<file path="config.mk">
export PLATFORM = sky130hd
export DESIGN_NAME = insn_queue_flat
export DESIGN_NICKNAME = d
export VERILOG_FILES = /design/src/rtl/insn_queue_pkg.sv /design/src/rtl/insn_queue_if.sv /design/src/rtl/insn_queue_sfifo_mem.sv /design/src/rtl/insn_queue.sv /design/src/flat_wrapper.sv
export SDC_FILE = /design/constraint.sdc
export NUM_CORES = 1
export LEC_CHECK = 0
export BUFFER_PORTS_ARGS = -buffer_cell sky130_fd_sc_hd__buf_2
export CORE_UTILIZATION = 57
export CTS_CLUSTER_DIAMETER = 200
export DETAILED_ROUTE_END_ITERATION = 8
export PLACE_DENSITY_LB_ADDON = 0.1
export RECOVER_POWER = 100
export REMOVE_ABC_BUFFERS = 1
export SYNTH_ARGS = -nofsm -noshare
export SYNTH_HDL_FRONTEND = slang
export SYNTH_SLANG_ARGS = --single-unit
</file>
<file path="constraint.sdc">
create_clock -name i_clk -period 9.7 [get_ports i_clk]
set_clock_uncertainty 0.15 [all_clocks]
set_input_delay 0.485 -clock i_clk [delete_from_list [all_inputs] [get_ports i_clk]]
set_output_delay 0.485 -clock i_clk [all_outputs]
set_load 0.01 [all_outputs]
</file>
<file path="src/rtl/insn_queue_pkg.sv">
// Shared CPU-side definitions: default address/data widths and the queue entry layout.
// Entry layout is {illegal, pc, insn}, packed MSB first.
package insn_queue_pkg;

    localparam int AW  = 30;
    localparam int DW  = 32;
    localparam int PCW = AW + 2;

    typedef struct packed {
        logic           illegal;
        logic [PCW-1:0] pc;
        logic [DW-1:0]  insn;
    } q_entry_t;

    localparam int ENTRY_W = $bits(q_entry_t);

    // Entry width for non-default address/data widths
    function automatic int entry_width(input int aw, input int dw);
        return 1 + aw + 2 + dw;
    endfunction

endpackage

</file>
<file path="src/rtl/insn_queue_if.sv">
// Prefetch -> queue -> decode bundle, plus the CPU flush requests.
// slave is the queue side; master is the prefetch/decode/CPU side.
interface insn_queue_if
    import insn_queue_pkg::*;
#(
    parameter int ADDRESS_WIDTH = AW,
    parameter int DATA_WIDTH    = DW,
    parameter int LGDEPTH       = 2
) ();

    logic                       i_new_pc;
    logic                       i_clear_cache;
    logic                       i_pf_valid;
    logic [DATA_WIDTH-1:0]      i_pf_insn;
    logic [ADDRESS_WIDTH+1:0]   i_pf_pc;
    logic                       i_pf_illegal;
    logic                       o_pf_ready;
    logic                       o_valid;
    logic [DATA_WIDTH-1:0]      o_insn;
    logic [ADDRESS_WIDTH+1:0]   o_pc;
    logic                       o_illegal;
    logic                       i_dcd_ready;
    logic [LGDEPTH:0]           o_fill;

    modport slave (
        input  i_new_pc, i_clear_cache,
        input  i_pf_valid, i_pf_insn, i_pf_pc, i_pf_illegal,
        output o_pf_ready,
        output o_valid, o_insn, o_pc, o_illegal,
        input  i_dcd_ready,
        output o_fill
    );

    modport master (
        output i_new_pc, i_clear_cache,
        output i_pf_valid, i_pf_insn, i_pf_pc, i_pf_illegal,
        input  o_pf_ready,
        input  o_valid, o_insn, o_pc, o_illegal,
        output i_dcd_ready,
        input  o_fill
    );

endinterface

</file>
<file path="src/rtl/insn_queue_sfifo_mem.sv">
// Register-array FIFO storage: one synchronous write port, one asynchronous read port.
// Latency: write visible on read port the cycle after the write edge.
// Backpressure: none here; the owner decides when to write.
module insn_queue_sfifo_mem #(
    parameter int WIDTH   = 65,
    parameter int LGDEPTH = 2
) (
    input  logic               i_clk,
    input  logic               i_wr_en,
    input  logic [LGDEPTH-1:0] i_wr_addr,
    input  logic [WIDTH-1:0]   i_wr_dat,
    input  logic [LGDEPTH-1:0] i_rd_addr,
    output logic [WIDTH-1:0]   o_rd_dat
);

    logic [WIDTH-1:0] mem [1 << LGDEPTH];

    // Storage is not reset; the owner masks reads while empty
    always_ff @(posedge i_clk) begin
        if (i_wr_en)
            mem[i_wr_addr] <= i_wr_dat;
    end

    assign o_rd_dat = mem[i_rd_addr];

endmodule

</file>
<file path="src/rtl/insn_queue.sv">
// Instruction FIFO between prefetch and decode, with flush on branch/cache clear and halt on bus error.
// Latency: one cycle from accepted push to o_valid; head is first-word fall-through.
// Backpressure: o_pf_ready = !full from registered fill only; i_dcd_ready gates pops.
module insn_queue
    import insn_queue_pkg::*;
#(
    parameter int ADDRESS_WIDTH = AW,
    parameter int DATA_WIDTH    = DW,
    parameter int LGDEPTH       = 2
) (
    input  logic         i_clk,
    input  logic         i_reset,
    insn_queue_if.slave  q
);

    localparam int               EW        = entry_width(ADDRESS_WIDTH, DATA_WIDTH);
    localparam logic [LGDEPTH:0] DEPTH_CNT = (LGDEPTH+1)'(1 << LGDEPTH);
    localparam logic [LGDEPTH:0] PTR_ONE   = (LGDEPTH+1)'(1);

    logic [LGDEPTH:0] wr_ptr, rd_ptr, fill;
    logic             halt;
    logic             flush, full, empty, push, pop;
    logic [EW-1:0]    wr_dat, rd_dat;
    logic             rd_illegal;

    // Pointers carry one extra bit so full and empty stay distinguishable
    assign fill  = wr_ptr - rd_ptr;
    assign full  = (fill == DEPTH_CNT);
    assign empty = (fill == '0);
    assign flush = i_reset | q.i_new_pc | q.i_clear_cache;

    assign push = q.i_pf_valid & ~full & ~flush & ~halt;
    assign pop  = ~empty & q.i_dcd_ready & ~flush;

    always_ff @(posedge i_clk) begin
        if (flush) begin
            wr_ptr <= '0;
            rd_ptr <= '0;
            halt   <= 1'b0;
        end else begin
            if (push)
                wr_ptr <= wr_ptr + PTR_ONE;
            if (pop)
                rd_ptr <= rd_ptr + PTR_ONE;
            // Nothing after a bus-error word is meaningful until the CPU redirects
            if (push && q.i_pf_illegal)
                halt <= 1'b1;
        end
    end

    assign wr_dat = {q.i_pf_illegal, q.i_pf_pc, q.i_pf_insn};

    insn_queue_sfifo_mem #(
        .WIDTH   (EW),
        .LGDEPTH (LGDEPTH)
    ) u_mem (
        .i_clk     (i_clk),
        .i_wr_en   (push),
        .i_wr_addr (wr_ptr[LGDEPTH-1:0]),
        .i_wr_dat  (wr_dat),
        .i_rd_addr (rd_ptr[LGDEPTH-1:0]),
        .o_rd_dat  (rd_dat)
    );

    assign {rd_illegal, q.o_pc, q.o_insn} = rd_dat;

    // Unwritten storage must not report a bus error
    assign q.o_illegal  = rd_illegal & ~empty;
    assign q.o_valid    = ~empty;
    assign q.o_pf_ready = ~full;
    assign q.o_fill     = fill;

endmodule

</file>
<file path="src/flat_wrapper.sv">
// flat-port wrapper written by rule: the top's interface ports become plain ports
module insn_queue_flat import insn_queue_pkg::*;
#(
    parameter int ADDRESS_WIDTH = AW,
    parameter int DATA_WIDTH    = DW,
    parameter int LGDEPTH       = 2
)
  (i_clk, i_reset, q_i_new_pc, q_i_clear_cache, q_i_pf_valid, q_i_pf_insn, q_i_pf_pc, q_i_pf_illegal, q_o_pf_ready, q_o_valid, q_o_insn, q_o_pc, q_o_illegal, q_i_dcd_ready, q_o_fill);
  insn_queue_if #(.ADDRESS_WIDTH(ADDRESS_WIDTH), .DATA_WIDTH(DATA_WIDTH), .LGDEPTH(LGDEPTH)) q_i ();
  input  logic i_clk;
  input  logic i_reset;
  input wire logic [$bits(q_i.i_new_pc)-1:0] q_i_new_pc;
  input wire logic [$bits(q_i.i_clear_cache)-1:0] q_i_clear_cache;
  input wire logic [$bits(q_i.i_pf_valid)-1:0] q_i_pf_valid;
  input wire logic [$bits(q_i.i_pf_insn)-1:0] q_i_pf_insn;
  input wire logic [$bits(q_i.i_pf_pc)-1:0] q_i_pf_pc;
  input wire logic [$bits(q_i.i_pf_illegal)-1:0] q_i_pf_illegal;
  output wire logic [$bits(q_i.o_pf_ready)-1:0] q_o_pf_ready;
  output wire logic [$bits(q_i.o_valid)-1:0] q_o_valid;
  output wire logic [$bits(q_i.o_insn)-1:0] q_o_insn;
  output wire logic [$bits(q_i.o_pc)-1:0] q_o_pc;
  output wire logic [$bits(q_i.o_illegal)-1:0] q_o_illegal;
  input wire logic [$bits(q_i.i_dcd_ready)-1:0] q_i_dcd_ready;
  output wire logic [$bits(q_i.o_fill)-1:0] q_o_fill;
  assign q_i.i_new_pc = q_i_new_pc;
  assign q_i.i_clear_cache = q_i_clear_cache;
  assign q_i.i_pf_valid = q_i_pf_valid;
  assign q_i.i_pf_insn = q_i_pf_insn;
  assign q_i.i_pf_pc = q_i_pf_pc;
  assign q_i.i_pf_illegal = q_i_pf_illegal;
  assign q_o_pf_ready = q_i.o_pf_ready;
  assign q_o_valid = q_i.o_valid;
  assign q_o_insn = q_i.o_insn;
  assign q_o_pc = q_i.o_pc;
  assign q_o_illegal = q_i.o_illegal;
  assign q_i.i_dcd_ready = q_i_dcd_ready;
  assign q_o_fill = q_i.o_fill;
  insn_queue #(.ADDRESS_WIDTH(ADDRESS_WIDTH), .DATA_WIDTH(DATA_WIDTH), .LGDEPTH(LGDEPTH)) u_core (.i_clk(i_clk), .i_reset(i_reset), .q(q_i));
endmodule
</file>
==> metrics.md, run 1 <==
| Metric | Value |
|---|---|
| Outcome | `complete, but fails checks` |
| Violations in the final reports | `max-capacitance violations, max-slew violations` |
| Hold Buf Count CTS | `0` |
| Setup TNS | `0 ps` |
| Post-route standard cell area excluding fillers | `11600 µm²` |
| 1st-iter DRT viols | `297` |
| Last element of the critical path | `q_o_illegal` |
| Dominant combinational cell family by area after synthesis | `multiplexers` |
| Endpoint of the worst register-to-register path | `u_core.u_mem.mem[3][50]` |
| Max-capacitance violation count | `3` |
| Register bit total from synthesis | `269` |
| Highest clock frequency the design can meet | `219 MHz` |
| Clock buffers created by TritonCTS | `26` |
| Number of failing hold endpoints at the final stage | `0` |
| Antenna viol nets, final | `0` |
| I/O pin count | `141` |
| Rows | `47` |
| Worst-Skew Late Latency | `510 ps` |
| Post-Synth Adder-Cell Area | `0.959%` |
| Vias in the first global route | `4688` |
| Clock sink count | `269` |
| Period minus WS final | `4570 ps` |
| Routed via count divided by cell count | `5.58` |
| Synth Warn # | `0` |
| Launch instance of the worst min-delay path | `q_i_pf_pc[11]` |
| Wire length of the first global-routing pass | `25.6 mm` |
| Buffer count from post-CTS setup fixing | `0` |
| Sum of overflow across all layers after global routing | `0` |
| Multiplexer fraction of the synthesized cell area | `15.3%` |
| Critical path data arrival time | `3930 ps` |
| Power per Cell Area | `202 nW/µm²` |
| Total of fill cells in the finished design | `1117` |
| Post-CTS clock slew at the launch and capture registers of the worst setup and hold paths | `60 ps` |
| Die Span X | `134 µm` |
| Aggregate global-route resource usage | `19.3%` |
| Final wirelength | `16.7 mm` |
| Detailed Routing Iterations Pass 1 | `4` |
| Number of resized instances in the post-cts repair step | `0` |
| Port bufs | `140` |
| Fin Hold WS | `77.2 ps` |
| Die Area | `17900 µm²` |
| Number of standard cells after synthesis | `403` |
| Syn_area_per_cell | `24.6 µm²` |
| Initial antenna violation count | `0` |
| Synthesized-area fraction occupied by xor and xnor cells | `0.341%` |
| Number of H-tree branching levels | `1` |
| Clock root buffer | `sky130_fd_sc_hd__clkbuf_16` |
| Fraction of the cycle the final worst path needs | `47.1%` |
| Die height | `134 µm` |
| Worst hold-check path type | `in -> reg` |
| Post-synthesis simple-gate area fraction | `1.15%` |
| Netlist Area Pre-Place | `9920 µm²` |
| Type of origin of the critical path | `flip-flop` |
| Pleak | `3.56 nW` |
| Core area | `16800 µm²` |
| Reg-to-Reg Start | `u_core.wr_ptr[0]` |
| Leading area contributor after synthesis | `sky130_fd_sc_hd__edfxtp_1` |
| Pin count of the biggest net entering global routing | `66` |
| Cell depth of the worst flop-to-flop path | `6` |
| Headroom to the max-slew limit | `-111%` |
| Number of antenna repair diodes | `0` |
| Nets | `636` |
| Count of unresolved DRC violations after routing | `0` |
| Peak fanout along the critical path | `65` |
| Category of the most critical setup path | `reg -> out` |
| Post-synth cell types | `26` |
| Pin slew with the least headroom to its limit | `3160 ps` |
| Post-synthesis to final-layout area growth | `16.7%` |
| Max rail drop VDD | `0.000153 V` |
| Via Count | `4451` |
| RSZ-0062 raised after global routing | `false` |
| Kind of end point of the critical path | `output pin` |
| Layout cells sized above 1 | `21.1%` |
| Internal reg-to-reg setup slack | `5310 ps` |
| Post-detailed-placement half-perimeter wirelength | `9.53 mm` |
| Dominant cells by area after synthesis | `sky130_fd_sc_hd__edfxtp_1, sky130_fd_sc_hd__mux4_2, sky130_fd_sc_hd__dfxtp_1` |
| Cell area after placement | `10900 µm²` |
| Starting Density | `59.2%` |
| Number of buffers on the longest clock path | `3` |
| CTS tree | `built` |
| WL/cell | `20.9 µm` |
| Slew Viols, Final | `133` |
| Setup-violating endpoint count in the final report | `0` |
| Sequential share of the synthesized area | `80.5%` |
| Post-synthesis compound-gate area fraction | `0.858%` |
| Proportion of netlist area held by the largest area contributor | `78.7%` |
| Global placement routability congestion | `0.793` |
| Overall Power | `2.33 mW` |
| WP data required | `9070 ps` |
-- how the worst min path moves through the flow --
stage | endpoint | slack (ps) | depth (start not counted)
3_5_place_dp | u_core.halt | 350 | 1
5_1_grt | u_core.u_mem.mem[0][43] | 60 | 1
6_report | u_core.u_mem.mem[2][43] | 80 | 1
4_1_cts | u_core.u_mem.mem[0][6] | 20 | 1
2_1_floorplan | u_core.halt | 290 | 1
3_3_place_gp | u_core.halt | 310 | 1
-- area by class of cell --
class	count	area [µm²]	area share [%]
Sequential cell	269	7990	69.0
Inverter	4	15.0	0.130
Multi-Input combinational cell	114	1860	16.1
Clock buffer	31	721	6.22
Clock inverter	17	165	1.43
Timing Repair Buffer	143	549	4.74
Tap cell	220	275	2.38
-- per-stage QoR --
| stage | utilization [%] | cells | setup slack [ps] |
|---|---|---|---|
| after detailed placement | 64.9 | 750 | 6190 |
| after floorplan | - | 387 | 2700 |
| after CTS | 70.1 | 798 | 6190 |
| final | 69.1 | 798 | 5130 |
| after global placement | 64.9 | 750 | 6350 |
| after global routing | 69.1 | 798 | 4800 |
-- synth_stat cells (all sizes together) --
cell	number
or3	1
a21oi	4
clkbuf	3
a211oi	2
o211a	1
buf	13
nand3b	1
o21a	2
dfxtp	9
mux2i	5
mux4	65
o2111ai	1
inv	4
a2111o	1
xor3	1
and2	5
ha	6
nand2b	3
nand2	12
nor3	1
fa	1
xnor2	1
edfxtp	260
o21ai	1
-- metal layers --
layer / wire length (µm) / global-route usage, % / up-vias
met3: 1120 / 4.23 / 17
li1: - / - / 2022
met4: 212 / 4.80 / 0
met5: 0 / 0 / -
met1: 6730 / 24.9 / 2285
met2: 8620 / 33.7 / 127
-- report_power, final --
part | internal (mW) | switching (mW) | total [mW]
logic | 0.0162 | 0.0283 | 0.0446
registers | 1.28 | 0.00168 | 1.28
clock network | 0.609 | 0.400 | 1.01
total | 1.90 | 0.430 | 2.33
-- layout by cell type (no fill, tap or decap) --
cell / n
sky130_fd_sc_hd__xnor2_1: 1
sky130_fd_sc_hd__xor3_1: 1
sky130_fd_sc_hd__clkinv_2: 8
sky130_fd_sc_hd__nand2_1: 12
sky130_fd_sc_hd__clkbuf_16: 27
sky130_fd_sc_hd__a211oi_4: 1
sky130_fd_sc_hd__o2111ai_1: 1
sky130_fd_sc_hd__fa_1: 1
sky130_fd_sc_hd__clkbuf_1: 136
sky130_fd_sc_hd__dfxtp_4: 1
sky130_fd_sc_hd__clkbuf_8: 3
sky130_fd_sc_hd__bufinv_16: 3
sky130_fd_sc_hd__ha_1: 6
sky130_fd_sc_hd__dfxtp_1: 8
sky130_fd_sc_hd__a211oi_1: 1
sky130_fd_sc_hd__nor3_1: 1
sky130_fd_sc_hd__buf_4: 1
sky130_fd_sc_hd__clkinv_4: 1
sky130_fd_sc_hd__clkinvlp_4: 2
sky130_fd_sc_hd__edfxtp_1: 260
sky130_fd_sc_hd__o21a_1: 2
sky130_fd_sc_hd__nand3b_1: 1
sky130_fd_sc_hd__inv_1: 4
sky130_fd_sc_hd__nand2b_1: 3
sky130_fd_sc_hd__o21ai_0: 1
sky130_fd_sc_hd__buf_2: 7
sky130_fd_sc_hd__a2111o_1: 1
sky130_fd_sc_hd__and2_4: 3
sky130_fd_sc_hd__or3_1: 1
sky130_fd_sc_hd__mux4_2: 65
sky130_fd_sc_hd__mux2i_1: 5
sky130_fd_sc_hd__and2_0: 2
sky130_fd_sc_hd__clkinv_1: 3
sky130_fd_sc_hd__a21oi_1: 4
sky130_fd_sc_hd__o211a_1: 1
-- worst max-delay path, stage by stage, from the launching register on --
cell,delay [ps]
sky130_fd_sc_hd__dfxtp_1,2470
sky130_fd_sc_hd__mux4_2,650
sky130_fd_sc_hd__and2_0,140
sky130_fd_sc_hd__buf_2,120
-- state kept, by name (all words and copies together), names as in the netlist, named ones only --
signal and cells:
u_core.rd_ptr 3, u_core.wr_ptr 3, u_core.halt 1, u_core.u_mem.mem 260
-- kinds of logic after synthesis --
| kind of cell | count (synthesis) |
|---|---|
| flip-flops | 269 |
| XOR/XNOR | 2 |
| AO/OA/AOI/OAI | 12 |
| AND/OR/NAND/NOR | 23 |
| buffers and inverters | 20 |
| multiplexers | 70 |
| adder cells (fa/ha/maj) | 7 |
Note: power is estimated with default switching activity, not from simulation.
==> run 2: changes to the inputs <==
--- a/config.mk
+++ b/config.mk
@@ -5,8 +5,9 @@
 export SDC_FILE = /design/constraint.sdc
 export NUM_CORES = 1
 export LEC_CHECK = 0
+export ABC_AREA = 1
 export BUFFER_PORTS_ARGS = -buffer_cell sky130_fd_sc_hd__buf_2
-export CORE_UTILIZATION = 57
+export CORE_UTILIZATION = 51
 export CTS_CLUSTER_DIAMETER = 200
 export DETAILED_ROUTE_END_ITERATION = 8
 export PLACE_DENSITY_LB_ADDON = 0.1
==> constraint.sdc (replaced) <==
create_clock -name i_clk -period 4.2 [get_ports i_clk]
set_clock_uncertainty 0.15 [all_clocks]
set_input_delay 0.21 -clock i_clk [delete_from_list [all_inputs] [get_ports i_clk]]
set_output_delay 0.21 -clock i_clk [all_outputs]
set_load 0.01 [all_outputs]
==> metrics.md, run 2 <==
| Metric | Value |
|---|---|
| Register bit total from synthesis | `269 (unchanged)` |
| Starting Density | `52.1% (was 59.2%)` |
| Clock sink count | `269 (unchanged)` |
| Post-detailed-placement half-perimeter wirelength | `12.1 mm (was 9.53 mm)` |
| Number of standard cells after synthesis | `709 (was 403)` |
| Netlist Area Pre-Place | `10200 µm² (was 9920 µm²)` |
| Clock network power share | `41.7% (was 43.2%)` |
| Type of origin of the critical path | `flip-flop (unchanged)` |
| WP data required | `4240 ps (was 9070 ps)` |
| Critical path data arrival time | `3500 ps (was 3930 ps)` |
| Outcome | `completed (was complete, but fails checks)` |
| Max rail drop VDD | `0.000364 V (was 0.000153 V)` |
| Async S/R FF share, synth | `0% (unchanged)` |
| Flip-flop cell with the highest count after synthesis | `sky130_fd_sc_hd__edfxtp_1 (unchanged)` |
| Number of buffers on the longest clock path | `3 (unchanged)` |
| Reg-to-Reg Start | `u_core.wr_ptr[0] (unchanged)` |
| Number of resized instances in the post-cts repair step | `0 (unchanged)` |
| Post-synthesis to final-layout area growth | `22.7% (was 16.7%)` |
| Clock buffers created by TritonCTS | `28 (was 26)` |
| Launch instance of the worst min-delay path | `q_i_clear_cache (was q_i_pf_pc[11])` |
| Total length of routed met3 wires | `1.41 mm (was 1.12 mm)` |
| Core area | `19500 µm² (was 16800 µm²)` |
| Peak fanout along the critical path | `51 (was 65)` |
| Max-capacitance violation count | `0 (was 3)` |
| Rows | `51 (was 47)` |
| Cell area after placement | `11100 µm² (was 10900 µm²)` |
| Syn_area_per_cell | `14.3 µm² (was 24.6 µm²)` |
| Met1 layer wirelength in the final routing | `8.89 mm (was 6.73 mm)` |
| Highest routed layer | `met4 (unchanged)` |
| Headroom to the max-slew limit | `30.9% (was -111%)` |
| Initial antenna violation count | `2 (was 0)` |
| Endpoint of the worst register-to-register path | `u_core.u_mem.mem[3][32] (was u_core.u_mem.mem[3][50])` |
| Pleak | `4.20 nW (was 3.56 nW)` |
| Ranking of synthesized cells by instance count | `sky130_fd_sc_hd__edfxtp_1, sky130_fd_sc_hd__nor2_1, sky130_fd_sc_hd__o21ai_0 (was sky130_fd_sc_hd__edfxtp_1, sky130_fd_sc_hd__mux4_2, sky130_fd_sc_hd__nand2_1)` |
| Internal reg-to-reg setup slack | `740 ps (was 5310 ps)` |
| RSZ-0062 raised after global routing | `false (unchanged)` |
| Buffer count from post-CTS setup fixing | `0 (unchanged)` |
| Flip-flop count of the largest register after layout | `260 (unchanged)` |
| Switching share of power | `19.5% (was 18.4%)` |
| Count of unresolved DRC violations after routing | `0 (unchanged)` |
| Sequential share of power | `55.3% (was 54.9%)` |
| Detailed route wirelength on metal2 | `10.8 mm (was 8.62 mm)` |
| Post-route standard cell area excluding fillers | `12500 µm² (was 11600 µm²)` |
| Internal power | `4.31 mW (was 1.90 mW)` |
| NetSw | `1.04 mW (was 430 µW)` |
| Antenna viol nets, final | `0 (unchanged)` |
| Post-synth cell types | `22 (was 26)` |
| Hold Buf Count CTS | `69 (was 0)` |
| Fraction of the cycle the final worst path needs | `82.3%` |
| Total of fill cells in the finished design | `1526 (was 1117)` |
| Aggregate global-route resource usage | `21.5% (was 19.3%)` |
| CTS tree | `built (unchanged)` |
| Setup-violating endpoint count in the final report | `0 (unchanged)` |
| Pin slew with the least headroom to its limit | `1040 ps (was 3160 ps)` |
| Final wirelength | `21.3 mm (was 16.7 mm)` |
| Routed via count divided by cell count | `5.30 (was 5.58)` |
| Post-CTS clock slew at the launch and capture registers of the worst setup and hold paths | `60 ps (about the same)` |
| Kind of end point of the critical path | `flip-flop (was output pin)` |
| Synth Warn # | `0 (unchanged)` |
| Sequential cell area | `7990 µm² (about the same)` |
| Sequential share of the synthesized area | `78.6% (was 80.5%)` |
| Leading cell type in the layout, fill and taps excluded | `sky130_fd_sc_hd__edfxtp_1 (unchanged)` |
| WL/cell | `17.7 µm (was 20.9 µm)` |
| Area taken by multi-input logic gates | `1900 µm² (was 1860 µm²)` |
| Number of cells on the worst hold path | `4 (was 1)` |
| Power per Cell Area | `430 nW/µm² (was 202 nW/µm²)` |
| Cell with the most instances after synthesis | `sky130_fd_sc_hd__edfxtp_1 (unchanged)` |
| Port bufs | `140 (unchanged)` |
| Wire length of the first global-routing pass | `33.7 mm (was 25.6 mm)` |
| 1st-iter DRT viols | `377 (was 297)` |
| Dominant cells by area after synthesis | `sky130_fd_sc_hd__edfxtp_1, sky130_fd_sc_hd__nor2_1, sky130_fd_sc_hd__o21ai_0 (was sky130_fd_sc_hd__edfxtp_1, sky130_fd_sc_hd__mux4_2, sky130_fd_sc_hd__dfxtp_1)` |
| Proportion of netlist area held by the largest area contributor | `76.8% (was 78.7%)` |
| Number of H-tree branching levels | `1 (unchanged)` |
| Most frequent cells in the layout | `sky130_fd_sc_hd__edfxtp_1, sky130_fd_sc_hd__nor2_1, sky130_fd_sc_hd__clkbuf_1, sky130_fd_sc_hd__o21ai_0, sky130_fd_sc_hd__dlygate4sd3_1 (was sky130_fd_sc_hd__edfxtp_1, sky130_fd_sc_hd__clkbuf_1, sky130_fd_sc_hd__mux4_2, sky130_fd_sc_hd__clkbuf_16, sky130_fd_sc_hd__nand2_1)` |
| Post-synth EDFFs | `260 (unchanged)` |
| Largest register by flop count | `u_core.u_mem.mem (unchanged)` |
| Worst-Skew Late Latency | `530 ps (was 510 ps)` |
| Power share of the combinational group | `3.0% (was 1.9%)` |
| Via Count | `6391 (was 4451)` |
| Layout cells sized above 1 | `8.85% (was 21.1%)` |
| Highest clock frequency the design can meet | `289 MHz` |
| Worst hold-check path type | `in -> reg (unchanged)` |
| Vias in the first global route | `6597 (was 4688)` |
| Number of failing hold endpoints at the final stage | `0 (unchanged)` |
| Detailed Routing Iterations Pass 1 | `4 (unchanged)` |
| Slew Viols, Final | `0 (was 133)` |
| Category of the most critical setup path | `reg -> reg (was reg -> out)` |
| Largest registers | `u_core.u_mem.mem x260, u_core.rd_ptr x3, u_core.wr_ptr x3 (unchanged)` |
| Die height | `143 µm (was 134 µm)` |
| Sum of overflow across all layers after global routing | `0 (unchanged)` |
| Global placement routability congestion | `0.810 (was 0.793)` |
| Leading area contributor after synthesis | `sky130_fd_sc_hd__edfxtp_1 (unchanged)` |
| Clock root buffer | `sky130_fd_sc_hd__clkbuf_16 (unchanged)` |
| Pin count of the biggest net entering global routing | `102 (was 66)` |
| Overall Power | `5.36 mW (was 2.33 mW)` |
| Period minus WS final | `3460 ps` |
| Die Area | `20500 µm² (was 17900 µm²)` |
| I/O pin count | `141 (unchanged)` |
| Worst min-delay path endpoint | `u_core.wr_ptr[2] (was u_core.u_mem.mem[2][43])` |
| Cell depth of the worst flop-to-flop path | `11 (was 6)` |
| Die Span X | `143 µm (was 134 µm)` |
| Nets | `996 (was 636)` |
[run 2: power groups by stage]
| stage | Clock, mW | Combinational, mW | Sequential [mW] |
|---|---|---|---|
| floorplan | 0 | 0.0375 | 3.02 |
| global route | 2.39 | 0.176 | 2.96 |
| finish | 2.24 | 0.160 | 2.96 |
| global placement | 0 | 0.117 | 3.02 |
| detailed placement | 0 | 0.122 | 3.02 |
| CTS | 2.28 | 0.174 | 2.96 |
[run 2: per-stage QoR]
stage	hold WS, ps	instances	setup WS, ps	setup TNS, ps	util (%)
after floorplan	159	667	-778	-217490	-
after global placement	269	1084	1150	0	57.0
after detailed placement	276	1084	1080	0	57.0
after CTS	2.09	1203	1080	0	64.9
after global routing	24.8	1205	509	0	63.9
final	18.1	1205	744	0	63.9
[run 2: worst max path at each step]
stage | slack (ps) | endpoint | from
floorplan | -780 | u_core.u_mem.mem[0][0] | u_core.wr_ptr[0]
global placement | 1150 | u_core.u_mem.mem[3][18] | u_core.wr_ptr[0]
detailed placement | 1080 | u_core.u_mem.mem[3][18] | u_core.wr_ptr[0]
CTS | 1080 | u_core.u_mem.mem[3][9] | u_core.wr_ptr[0]
global route | 510 | q_o_insn[15] | flip-flop
finish | 740 | u_core.u_mem.mem[3][32] | u_core.wr_ptr[0]
[run 2: metal layers]
layer / GRT usage (%) / vias to the layer above
met5: 0 / -
li1: - / 3067
met1: 27.6 / 3117
met4: 5.04 / 0
met2: 37.7 / 190
met3: 4.43 / 17
[run 2: kinds of logic (layout without fill, tap and decap cells)]
group,after synthesis,after routing,share of synthesized area (%)
other,0,2,0
flip-flops,269,269,78.6
buffers and inverters,61,290,2.66
AO/OA/AOI/OAI,201,201,10.7
adder cells (fa/ha/maj),7,7,0.936
AND/OR/NAND/NOR,169,169,6.94
XOR/XNOR,2,2,0.172
[run 2: cell type report]
type / count / share of cell area (%)
sequential: 269 / 64.1
multi-input combinational: 379 / 15.2
inverter: 19 / 0.592
clock inverter: 16 / 0.923
timing repair buffer: 221 / 10.7
clock buffer: 34 / 5.80
tap: 265 / 2.66
antenna: 2 / 0.0401
[run 2: critical path, cell delays in order (launching register included)]
cell	delay [ps]
sky130_fd_sc_hd__dfxtp_1	390
sky130_fd_sc_hd__inv_1	100
sky130_fd_sc_hd__ha_1	220
sky130_fd_sc_hd__fa_1	480
sky130_fd_sc_hd__inv_1	110
sky130_fd_sc_hd__nand2_1	70
sky130_fd_sc_hd__nand2_1	70
sky130_fd_sc_hd__nand2_1	50
sky130_fd_sc_hd__nand3_1	170
sky130_fd_sc_hd__nand2_1	330
sky130_fd_sc_hd__nor2_4	530
sky130_fd_sc_hd__buf_12	340
==> run 3: changes to the inputs <==
--- a/config.mk
+++ b/config.mk
@@ -5,7 +5,7 @@
 export SDC_FILE = /design/constraint.sdc
 export NUM_CORES = 1
 export LEC_CHECK = 0
-export ABC_AREA = 1
+export ABC_AREA = 0
 export BUFFER_PORTS_ARGS = -buffer_cell sky130_fd_sc_hd__buf_2
 export CORE_UTILIZATION = 51
 export CTS_CLUSTER_DIAMETER = 200
==> constraint.sdc (replaced) <==
create_clock -name i_clk -period 3 [get_ports i_clk]
set_clock_uncertainty 0.15 [all_clocks]
set_input_delay 0.15 -clock i_clk [delete_from_list [all_inputs] [get_ports i_clk]]
set_output_delay 0.15 -clock i_clk [all_outputs]
set_load 0.01 [all_outputs]
==> metrics.md, run 3 (synthesis results as in run 1) <==
| Metric | Value |
|---|---|
| Starting Density | `52.5% (was 52.1%)` |
| Core area | `18900 µm² (was 19500 µm²)` |
| Pin count of the biggest net entering global routing | `40 (was 102)` |
| Setup TNS | `0 ps (unchanged)` |
| Cell area after placement | `11200 µm² (was 11100 µm²)` |
| Pleak | `4.03 nW (was 4.20 nW)` |
| Worst min-delay path endpoint | `u_core.wr_ptr[2] (unchanged)` |
| Max rail drop VDD | `0.000483 V (was 0.000364 V)` |
| Count of unresolved DRC violations after routing | `0 (unchanged)` |
| Cell chain of the critical path | `inv_1, ha_1, fa_1, xor3_2, buf_4, nand2b_1, and2_0, buf_2 (was inv_1, ha_1, fa_1, inv_1, nand2_1, nand2_1, nand2_1, nand3_1, nand2_1, nor2_4, buf_12)` |
| Post-synthesis to final-layout area growth | `27.7% (was 22.7%)` |
| Fin Hold WS | `-2.29 ps (was 18.1 ps)` |
| Largest register by flop count | `u_core.u_mem.mem (unchanged)` |
| Layout cells sized above 1 | `21.7% (was 8.85%)` |
| Power per Cell Area | `643 nW/µm² (was 430 nW/µm²)` |
| Port bufs | `140 (unchanged)` |
| Number of buffers on the longest clock path | `3 (unchanged)` |
| Worst-Skew Late Latency | `520 ps (was 530 ps)` |
| Worst hold-check path type | `in -> reg (unchanged)` |
| Highest clock frequency the design can meet | `350 MHz` |
| Final wirelength | `17.8 mm (was 21.3 mm)` |
| Clock buffers created by TritonCTS | `27 (was 28)` |
| Max incr delay on CP | `470 ps (was 530 ps)` |
| Post-detailed-placement half-perimeter wirelength | `10.8 mm (was 12.1 mm)` |
| Die height | `141 µm (was 143 µm)` |
| Sum of overflow across all layers after global routing | `0 (unchanged)` |
| Buffer count from post-CTS setup fixing | `0 (unchanged)` |
| Clock root buffer | `sky130_fd_sc_hd__clkbuf_16 (unchanged)` |
| Die Span X | `141 µm (was 143 µm)` |
| Number of failing hold endpoints at the final stage | `1 (was 0)` |
| Peak fanout along the critical path | `9 (was 51)` |
| WL/cell | `19.2 µm (was 17.7 µm)` |
| Violations in the final reports | `negative hold slack` |
| Leading cell type in the layout, fill and taps excluded | `sky130_fd_sc_hd__edfxtp_1 (unchanged)` |
| Wire length of the first global-routing pass | `27.2 mm (was 33.7 mm)` |
| Clock sink count | `269 (unchanged)` |
| CP top delay family | `adder cells (was simple AND/OR/NAND/NOR gates)` |
| Cell depth of the worst flop-to-flop path | `7 (was 11)` |
| # placed instances | `804 (was 1084)` |
| Reg-to-Reg Start | `u_core.wr_ptr[0] (unchanged)` |
| Via Count | `4875 (was 6391)` |
| Number of cells on the worst hold path | `4 (unchanged)` |
| Cell with the largest stage delay on the worst path | `sky130_fd_sc_hd__fa_1 (was sky130_fd_sc_hd__nor2_4)` |
| Detailed Routing Iterations Pass 1 | `4 (unchanged)` |
| Endpoint of the worst register-to-register path | `u_core.u_mem.mem[3][22] (was u_core.u_mem.mem[3][32])` |
| WP data required | `2700 ps (was 4240 ps)` |
| Fraction of the cycle the final worst path needs | `95.3%` |
| RSZ-0062 raised after global routing | `false (unchanged)` |
| Number of H-tree branching levels | `1 (unchanged)` |
| Headroom to the max-slew limit | `49.7% (was 30.9%)` |
| Max-capacitance violation count | `0 (unchanged)` |
| Kind of end point of the critical path | `output pin (was flip-flop)` |
| Setup-violating endpoint count in the final report | `0 (unchanged)` |
| I/O pin count | `141 (unchanged)` |
| Total stage count of the critical path | `8 (was 11)` |
| Slew Viols, Final | `0 (unchanged)` |
| Largest registers | `u_core.u_mem.mem x260, u_core.rd_ptr x3, u_core.wr_ptr x3 (unchanged)` |
| Period minus WS final | `2860 ps` |
| Critical path data arrival time | `2560 ps (was 3500 ps)` |
| Die Area | `20000 µm² (was 20500 µm²)` |
| Number of antenna repair diodes | `0 (was 2)` |
| Rows | `50 (was 51)` |
| Vias in the first global route | `5117 (was 6597)` |
| CTS tree | `built (unchanged)` |
| Pin slew with the least headroom to its limit | `754 ps (was 1040 ps)` |
| Initial antenna violation count | `0 (was 2)` |
| Routed via count divided by cell count | `5.27 (was 5.30)` |
| Launch instance of the worst min-delay path | `i_reset (was q_i_clear_cache)` |
| Type of origin of the critical path | `flip-flop (unchanged)` |
| Buffering stage count on the worst path with inverters included | `3 (unchanged)` |
| Category of the most critical setup path | `reg -> out (was reg -> reg)` |
| Aggregate global-route resource usage | `18.1% (was 21.5%)` |
| Post-layout instance count excluding filler cells | `925 (was 1205)` |
| Nets | `722 (was 996)` |
| Post-CTS clock slew at the launch and capture registers of the worst setup and hold paths | `60 ps (about the same)` |
| Global placement routability congestion | `0.846 (was 0.810)` |
| Post-route standard cell area excluding fillers | `12700 µm² (was 12500 µm²)` |
| Flip-flop count of the largest register after layout | `260 (unchanged)` |
| Antenna viol nets, final | `0 (unchanged)` |
| 1st-iter DRT viols | `282 (was 377)` |
| Outcome | `complete, but fails checks (was completed)` |
| Internal reg-to-reg setup slack | `160 ps (was 740 ps)` |
| Most frequent cells in the layout | `sky130_fd_sc_hd__edfxtp_1, sky130_fd_sc_hd__clkbuf_1, sky130_fd_sc_hd__dlygate4sd3_1, sky130_fd_sc_hd__mux4_2, sky130_fd_sc_hd__clkbuf_16 (was sky130_fd_sc_hd__edfxtp_1, sky130_fd_sc_hd__nor2_1, sky130_fd_sc_hd__clkbuf_1, sky130_fd_sc_hd__o21ai_0, sky130_fd_sc_hd__dlygate4sd3_1)` |
-- run 3: changes by cell type in the layout (fill, tap and decap cells not counted), sizes merged, moves of 8 or more --
cell / previous run / this run
nor2: 137 / 0
o21ai: 133 / 1
inv: 21 / 6
bufinv: 1 / 9
mux4: 0 / 65
o22ai: 65 / 0
nand3: 13 / 0
-- run 3: routing by layer --
| layer | vias up | track usage [%] | part of all wire, % |
|---|---|---|---|
| li1 | 2193 | - | - |
| met1 | 2528 | 24.1 | 43 |
| met2 | 126 | 31.3 | 51 |
| met3 | 28 | 2.94 | 3.9 |
| met4 | 0 | 5.55 | 2.0 |
| met5 | - | 0 | 0 |
-- run 3: power by group --
part           switching, mW  internal [mW]  leakage [nW]
Combinational          0.111          0.116          1.12
Sequential           0.00576           4.14          2.42
Clock                   1.34           2.43         0.494
Total                   1.46           6.68          4.03
-- run 3: per-stage QoR --
step           power, mW  utilization [%]  hold WS [ps]  setup WS, ps
5_1_grt             8.37             67.0          24.6          12.3
3_3_place_gp        4.39             59.3           211           206
6_report            8.14             67.0         -2.29           141
4_1_cts             8.23             68.5          8.23          79.5
3_5_place_dp        4.39             59.3           217          81.9
2_1_floorplan       4.28                -          98.9         -4000
-- run 3: worst max path at each step --
| stage | from | to | slack, ps |
|---|---|---|---|
| after global routing | u_core.wr_ptr[0] | q_o_illegal | 10 |
| final | u_core.wr_ptr[0] | q_o_illegal | 140 |
| after CTS | u_core.wr_ptr[0] | q_o_illegal | 80 |
| after global placement | u_core.wr_ptr[0] | u_core.u_mem.mem[0][30] | 210 |
| after floorplan | u_core.wr_ptr[0] | u_core.u_mem.mem[3][0] | -4000 |
| after detailed placement | u_core.wr_ptr[0] | u_core.u_mem.mem[0][44] | 80 |
-- run 3: final cells by class --
type	count	area, µm²
fillers	1346	6230
flip-flops and latches	269	7990
multi-input cells	114	1850
clock inverters	20	339
well taps	260	325
repair buffers	228	1450
inverters	4	15.0
clock buffers	30	687
-- run 3: worst min-delay path, stage by stage --
cell and delay [ps]:
sky130_fd_sc_hd__buf_2 90, sky130_fd_sc_hd__or3_1 190, sky130_fd_sc_hd__a2111o_1 130, sky130_fd_sc_hd__o21ai_0 70
-- run 3: timing repair --
action / CTS / global route
hold endpoints to repair: 269 / 0
gates resized for setup: 0 / 2
hold buffers: 71 / 0
setup endpoints to repair: 0 / 196
